`config.mk`:
```
export PLATFORM = sky130hd
export DESIGN_NAME = pipe_stage_reg
export DESIGN_NICKNAME = d
export VERILOG_FILES = /design/src/rtl/pipe_stage_reg.sv
export SDC_FILE = /design/constraint.sdc
export NUM_CORES = 1
export LEC_CHECK = 0
export CAP_MARGIN = 20
export CORE_MARGIN = 2
export CORE_UTILIZATION = 46
export CTS_CLUSTER_DIAMETER = 40
export DETAILED_ROUTE_END_ITERATION = 8
export PLACE_DENSITY = 0.89
export SYNTH_ARGS = -nofsm -noshare
export SYNTH_HDL_FRONTEND = slang
export SYNTH_SLANG_ARGS = --single-unit
```
`constraint.sdc`:
```
create_clock -name clk_i -period 3.35 [get_ports clk_i]
set_input_delay 1.005 -clock clk_i [delete_from_list [all_inputs] [get_ports clk_i]]
set_output_delay 1.005 -clock clk_i [all_outputs]
set_load 0.01 [all_outputs]
```
`src/rtl/pipe_stage_reg.sv`:
```
// Two-entry pipeline stage register (main + skid) with a registered ready,
// bubble-gated control output, synchronous flush and a saturating stall counter.
module pipe_stage_reg #(
    parameter int unsigned DATA_W = 32,
    parameter int unsigned CTRL_W = 8,
    parameter int unsigned CNT_W  = 8
) (
    input  logic              clk_i,
    input  logic              rst_i,
    input  logic              in_valid_i,
    output logic              in_ready_o,
    input  logic [CTRL_W-1:0] in_ctrl_i,
    input  logic [DATA_W-1:0] in_data_i,
    input  logic              flush_i,
    output logic              out_valid_o,
    input  logic              out_ready_i,
    output logic [CTRL_W-1:0] out_ctrl_o,
    output logic [DATA_W-1:0] out_data_o,
    output logic [1:0]        occupancy_o,
    output logic [CNT_W-1:0]  stall_cnt_o
);

    typedef enum logic [1:0] {
        EMPTY = 2'd0,
        ONE   = 2'd1,
        FULL  = 2'd2
    } state_t;

    state_t              state_q, state_d;
    logic                main_vld_q, main_vld_d;
    logic [CTRL_W-1:0]   main_ctrl_q, main_ctrl_d;
    logic [DATA_W-1:0]   main_data_q, main_data_d;
    logic                skid_vld_q, skid_vld_d;
    logic [CTRL_W-1:0]   skid_ctrl_q, skid_ctrl_d;
    logic [DATA_W-1:0]   skid_data_q, skid_data_d;
    logic                in_ready_q, in_ready_d;
    logic [CNT_W-1:0]    stall_cnt_q, stall_cnt_d;

    logic push, pop;

    assign push = in_valid_i & in_ready_q;
    assign pop  = main_vld_q & out_ready_i;

    always_comb begin
        state_d     = state_q;
        main_vld_d  = main_vld_q;
        main_ctrl_d = main_ctrl_q;
        main_data_d = main_data_q;
        skid_vld_d  = skid_vld_q;
        skid_ctrl_d = skid_ctrl_q;
        skid_data_d = skid_data_q;
        stall_cnt_d = stall_cnt_q;

        unique case (state_q)
            EMPTY: begin
                if (push) begin
                    main_vld_d  = 1'b1;
                    main_ctrl_d = in_ctrl_i;
                    main_data_d = in_data_i;
                    state_d     = ONE;
                end
            end
            ONE: begin
                if (push) begin
                    if (pop) begin
                        main_ctrl_d = in_ctrl_i;
                        main_data_d = in_data_i;
                    end else begin
                        skid_vld_d  = 1'b1;
                        skid_ctrl_d = in_ctrl_i;
                        skid_data_d = in_data_i;
                        state_d     = FULL;
                    end
                end else if (pop) begin
                    main_vld_d = 1'b0;
                    state_d    = EMPTY;
                end
            end
            FULL: begin
                if (pop) begin
                    main_ctrl_d = skid_ctrl_q;
                    main_data_d = skid_data_q;
                    skid_vld_d  = 1'b0;
                    state_d     = ONE;
                end
            end
            default: state_d = EMPTY;
        endcase

        if (main_vld_q && !out_ready_i && (stall_cnt_q != '1)) begin
            stall_cnt_d = stall_cnt_q + CNT_W'(1);
        end

        // Flush overrides every update above; data fields are left as they are.
        if (flush_i) begin
            state_d     = EMPTY;
            main_vld_d  = 1'b0;
            skid_vld_d  = 1'b0;
            main_ctrl_d = '0;
            skid_ctrl_d = '0;
            stall_cnt_d = '0;
        end

        in_ready_d = (state_d != FULL);
    end

    always_ff @(posedge clk_i or posedge rst_i) begin
        if (rst_i) begin
            state_q     <= EMPTY;
            main_vld_q  <= 1'b0;
            main_ctrl_q <= '0;
            main_data_q <= '0;
            skid_vld_q  <= 1'b0;
            skid_ctrl_q <= '0;
            skid_data_q <= '0;
            in_ready_q  <= 1'b1;
            stall_cnt_q <= '0;
        end else begin
            state_q     <= state_d;
            main_vld_q  <= main_vld_d;
            main_ctrl_q <= main_ctrl_d;
            main_data_q <= main_data_d;
            skid_vld_q  <= skid_vld_d;
            skid_ctrl_q <= skid_ctrl_d;
            skid_data_q <= skid_data_d;
            in_ready_q  <= in_ready_d;
            stall_cnt_q <= stall_cnt_d;
        end
    end

    assign in_ready_o  = in_ready_q;
    assign out_valid_o = main_vld_q;
    assign out_ctrl_o  = main_vld_q ? main_ctrl_q : '0;
    assign out_data_o  = main_data_q;
    assign occupancy_o = 2'(state_q);
    assign stall_cnt_o = stall_cnt_q;

endmodule
```
==> impl_metrics.yaml, run 1 <==
run_status:
  status: "finished clean"
worst_setup_path:
  critPathLaunchType: "input pin"
  slowest_stage: "nor2_4"
  cpPeakStageDelay_ns: 0.51
  endpoint_kind: "flop"
  path_cells: "clkdlybuf4s50_1, nand4_1, o22ai_1, nor2_4, buf_16, buf_4, mux2_4"
  crit_arrival_ns: 3.03
  worstReg2RegStart: "occupancy_o[1]"
  cp.required_ns: 3.59
  worst_path_dominant_cell_family: "buffers and inverters"
  cp-startpoint: "out_ready_i"
  critPathKind: "input pin to flop"
  worstPathMaxFanout: 15
  path_buf_inv: 3
clock_tree:
  cts_tree: "yes"
  postCtsHoldBufs: 0
  clkSinkCount: 92
  clk_pin_slew_ns: 0.09
  h-tree-depth: 3
  cts_buffers: 9
  insertion_delay_ns: 0.34
  root_buffer: "clkbuf_8"
  clockBufferDepth: 2
  cts_resized: 0
  postCtsSetupRepairBufs: 0
finish:
  fin_cells: 632
  final_net_count: 548
  final-seq-area_mm2: 0.00230
  fillers: 747
  post-route-util_pct: 62.0
  diodes: 0
  areaGrowthSynthToFinish_pct: 30.1
  fin_area_mm2: 0.00576
  drive_above_1_share_pct: 20.5
  multi_input_area_mm2: 0.00200
die:
  dieHeight_um: 102
  start_util_pct: 47.7
  die_area_mm2: 0.0104
  boundaryPins: 97
  core-area_mm2: 0.00928
  fp.dieW_um: 102
  placementRows: 35
power_and_ir_drop:
  power_density_mw_per_mm2: 665
  ir_drop_uv: 364
  p_leak_uw: 0.00261
placement:
  place_congestion: 0.795
  hpwl_um: 7000
  place_ws_ns: -0.0595
  port_buffers: 96
  dpl_cell_area_mm2: 0.00554
  dpl.cell_count: 615
sta:
  max_freq_ghz: 0.358
  tightest_slew_ns: 0.642
  hold_violations: 0
  finClkSkew_ns: 0.00442
  final.setup.tns_ns: 0
  setup_ws_ns: 0.559
  relSlewSlack_pct: 57.1
  rsz0062_at_grt: "no"
  period_needed_ns: 2.79
  finalMaxSlewViolations: 0
  setup_viol: 0
  period_share_pct: 83.3
grt:
  grt-ovfl-total: 0
  track_usage_pct: 19.5
  grt_pass1_wl_um: 16000
  grt_pass1_vias: 3425
  antenna_found_initial: 0
  grt_max_degree: 43
detailed_routing:
  avgViaCountPerCell: 5.27
  drtIter0Drc: 152
  wl_met2_um: 5100
  wl_met1_um: 4260
  drc: 0
  dr.pass1.iters: 4
  final_antenna_net_count: 0
  wl_um: 9930
  met3WireLength_um: 414
  wire_per_inst_um: 15.7
  highest_layer: "met4"
  vias: 3333
yosys:
  synth_commonest_cells: "nand2_1 (118), dfrtp_1 (91), mux2_2 (34), mux2_4 (30), a21oi_1 (19)"
  syn_area_mm2: 0.00443
  ys_top_cells_by_area: "dfrtp_1 (51%), mux2_4 (10%), nand2_1 (10%), mux2_2 (8.7%), mux2i_1 (2.3%)"
  synth_most_common_cell: "nand2_1"
  yosys_register_bits: 92
  synthCells: 401
  synthFlopType: "dfrtp_1"
  synth_top_area_share_pct: 51.5
  avgSynthCellArea_um2: 11.0
  ys_seq_area_share_pct: 52.0
  yosys.cell_types.count: 38
  ys_async_sr_fraction_pct: 100
  synthesis.nets: 451
  synth_edf_count: 0
  yosysTopAreaCell: "dfrtp_1"
  yosysWarnings: 0
run:
  max_cap_viol_count: 0
worst_hold_path:
  min-delay-start: "skid_data_q[31]"
  hold_path.class: "flop to flop"
-- worst paths after layout --
| kind | endpoint | slack, ns | cells after the start |
|---|---|---|---|
| max | out_data_o[14] | 0.56 | 7 |
| min | skid_data_q[31] | 0.48 | 2 |
| max reg2reg | out_data_o[14] | 0.65 | 8 |
| min reg2reg | skid_data_q[31] | 0.48 | 2 |
| max in group asynchronous | out_data_o[30] | 1.54 | 3 |
| min in group asynchronous | out_data_o[15] | 1.07 | 2 |
-- sequential cells by signal, summed over array words and instances, names as in the netlist --
name / flops
in_ready_o: 1
main_ctrl_q: 8
occupancy_o: 2
out_data_o: 32
out_valid_o: 1
skid_ctrl_q: 8
skid_data_q: 32
stall_cnt_o: 8
-- stage by stage --
stage | hold WS, ns | total power [µW]
floorplan | 0.440 | 2490
global placement | 0.451 | 3070
detailed placement | 0.458 | 3140
CTS | 0.479 | 3840
global route | 0.510 | 4060
finish | 0.476 | 3830
-- metal layers --
metal  vias up  GRT usage, %
li1       1540             -
met1      1688          24.9
met2        93          33.7
met3        12          2.74
met4         0          7.69
met5         -             0
-- worst reg2reg max path, stage by stage, from the launching register on --
cell and delay, ns:
dfrtp_1 0.46, inv_1 0.14, ha_1 0.39, a2bb2oi_1 0.22, o22ai_1 0.13, nor2_4 0.51, buf_16 0.25, buf_4 0.19
mux2_4 0.30
-- cells in the final DEF, fill, tap and decap left out, drive strengths merged, types with 3 or more instances in the layout --
cell type      instances
dfrtp                 91
a21oi                 20
inv                    4
buf                   13
or3                    3
clkdlybuf4s50         96
mux2                  64
xor2                   4
o21ai                  4
ha                     5
clkbuf                11
and2                  10
and3                   3
nor2                   9
nand2                119
o211ai                 3
clkinv                 3
mux2i                 10
a211oi                 9
nand4                  3
-- power by group --
part	internal (µW)	switching, µW
clock	312	382
sequential	1500	247
combinational	829	554
total	2640	1180
-- final cells by class --
type,count,share of cell area (%)
Clock buffer,11,2.63
Multi-Input combinational cell,282,34.7
Timing Repair Buffer,109,19.0
Sequential cell,92,40.0
Inverter,4,0.326
Tap cell,129,2.80
Clock inverter,5,0.609
-- cell families (layout without fill, tap and decap cells) --
logic type	count (synthesis)	count (layout)	share of synthesized area (%)
compound gates	43	43	6.13
xor+xnor	5	5	0.989
fa+ha+maj	6	6	1.64
buf+inv	27	129	3.02
flops	92	92	52.0
mux	74	74	21.1
simple gates	154	154	15.1
No activity file was read; power rests on OpenSTA's default activity.
==> inputs of run 2 (changes only) <==
- clock period: 3.35 -> 2.3 ns (I/O delays scaled with it)
==> run 2 against run 1 <==
Core utilization increased by 1.5 points; final cell count up 0.79%; sequential power rose by 45%; sequential share of layout area decreased by 0.94 points; hold slack improved by 0.0049 ns; via count decreased by 1.1%; die area is the same; critical endpoint is now out_ctrl_o[6]; largest power group unchanged; highest routed layer unchanged.
==> impl_metrics.yaml, run 2 (synthesis gave the netlist of run 1 again) <==
run_status:
  status: "finished clean"
placement:
  place_congestion: 0.827
  place_ws_ns: -0.103
  port_buffers: 96
  dpl.cell_count: 620
  hpwl_um: 7230
detailed_routing:
  avgViaCountPerCell: 5.18
  wire_per_inst_um: 16.3
  wl_um: 10400
  drtIter0Drc: 95
  final_antenna_net_count: 0
  vias: 3298
  dr.pass1.iters: 4
  drc: 0
grt:
  grt_pass1_wl_um: 16800
  track_usage_pct: 20.6
  grt_max_degree: 93
  grt-ovfl-total: 0
  antenna_found_initial: 0
  grt_pass1_vias: 3493
finish:
  final_common_cell: "nand2_1"
  diodes: 0
  post-route-util_pct: 63.5
  areaGrowthSynthToFinish_pct: 33.3
  final_net_count: 553
  drive_above_1_share_pct: 21.5
  final_cell_mix: "nand2_1 (118), clkdlybuf4s50_1 (96), dfrtp_1 (90)"
  fillers: 767
  fin_cells: 637
sta:
  rsz0062_at_grt: "no"
  tightest_slew_ns: 0.484
  final.setup.tns_ns: 0
  setup_viol: 0
  setup_ws_ns: 0.0671
  relSlewSlack_pct: 67.7
  finClkSkew_ns: 0.0157
  finalMaxSlewViolations: 0
  hold_violations: 0
  max_freq_ghz: 0.448
  period_share_pct: 97.1
  period_needed_ns: 2.23
clock_tree:
  insertion_delay_ns: 0.35
  clk_pin_slew_ns: 0.09
  cts_tree: "yes"
  root_buffer: "clkbuf_8"
  cts_buffers: 9
  postCtsHoldBufs: 0
  h-tree-depth: 3
  clockBufferDepth: 2
  clkSinkCount: 92
power_and_ir_drop:
  ir_drop_uv: 541
  p_leak_uw: 0.00268
  power_density_mw_per_mm2: 996
worst_setup_path:
  crit_arrival_ns: 1.54
  r2r_slack_ns: 0.11
  critPathLaunchType: "flop"
  endpoint_kind: "primary output"
  worstPathMaxFanout: 10
  critPathKind: "flop to primary output"
  cp.required_ns: 1.61
die:
  die_area_mm2: 0.0104
  placementRows: 35
  core-area_mm2: 0.00928
  dieHeight_um: 102
  start_util_pct: 47.7
  fp.dieW_um: 102
  boundaryPins: 97
run:
  max_cap_viol_count: 0
worst_hold_path:
  hold_path.class: "flop to flop"
[run 2: metal layers]
metal	global-route usage (%)	vias up	wire, µm
li1	-	1552	-
met1	25.2	1653	4410
met2	37.2	79	5490
met3	3.01	14	333
met4	7.08	0	143
met5	0	-	0
[run 2: where the power goes]
group          leakage (µW)  internal, µW  switching (µW)
clock network      0.000120           677             574
logic               0.00141          1250             832
registers           0.00115          2190             355
total               0.00268          4110            1760
[run 2: path summary, 6_finish.rpt]
path / startpoint / to / cells after the start
setup / recovery: out_valid_o / out_ctrl_o[6] / 2
hold / removal: skid_data_q[21] / skid_data_q[21] / 2
setup reg to reg: occupancy_o[0] / out_data_o[7] / 7
hold reg to reg: skid_data_q[21] / skid_data_q[21] / 2
max in group asynchronous: rst_i / skid_ctrl_q[4] / 3
min in group asynchronous: rst_i / skid_data_q[12] / 3
[run 2: timing repair]
action,CTS,global route
endpoints found under the setup margin,9,0
setup buffers,1,0
resized for setup,1,0
endpoints found under the hold margin,0,0
[run 2: layout make-up]
| class | count | area [µm²] | share of cell area [%] |
|---|---|---|---|
| multi-input combinational | 282 | 2000 | 33.8 |
| clock inverter | 5 | 82.6 | 1.40 |
| tap | 129 | 161 | 2.74 |
| inverter | 4 | 18.8 | 0.318 |
| sequential | 92 | 2300 | 39.1 |
| timing repair buffer | 114 | 1180 | 20.1 |
| clock buffer | 11 | 151 | 2.57 |
[run 2: per-stage QoR]
stage | total power, µW | area [µm²] | hold slack, ns
after detailed placement | 4650 | 5660 | 0.463
after floorplan | 3630 | 4430 | 0.440
final | 5880 | 5900 | 0.481
after global placement | 4530 | 5660 | 0.451
after CTS | 5930 | 5900 | 0.484
after global routing | 6190 | 5900 | 0.508
[run 2: worst max-delay path, cell delays in order, from the launching register on]
cell and delay [ns]:
dfrtp_2 0.47, and2_1 0.18, clkdlybuf4s50_1 0.54
==> inputs of run 3 (changes only) <==
- CTS_BUF_LIST: unset -> sky130_fd_sc_hd__clkbuf_4 sky130_fd_sc_hd__clkbuf_8 sky130_fd_sc_hd__clkbuf_16
- CTS_CLUSTER_SIZE: unset -> 10
==> results of run 3 <==
The final DEF is identical to that of run 2; final timing and power are the same.
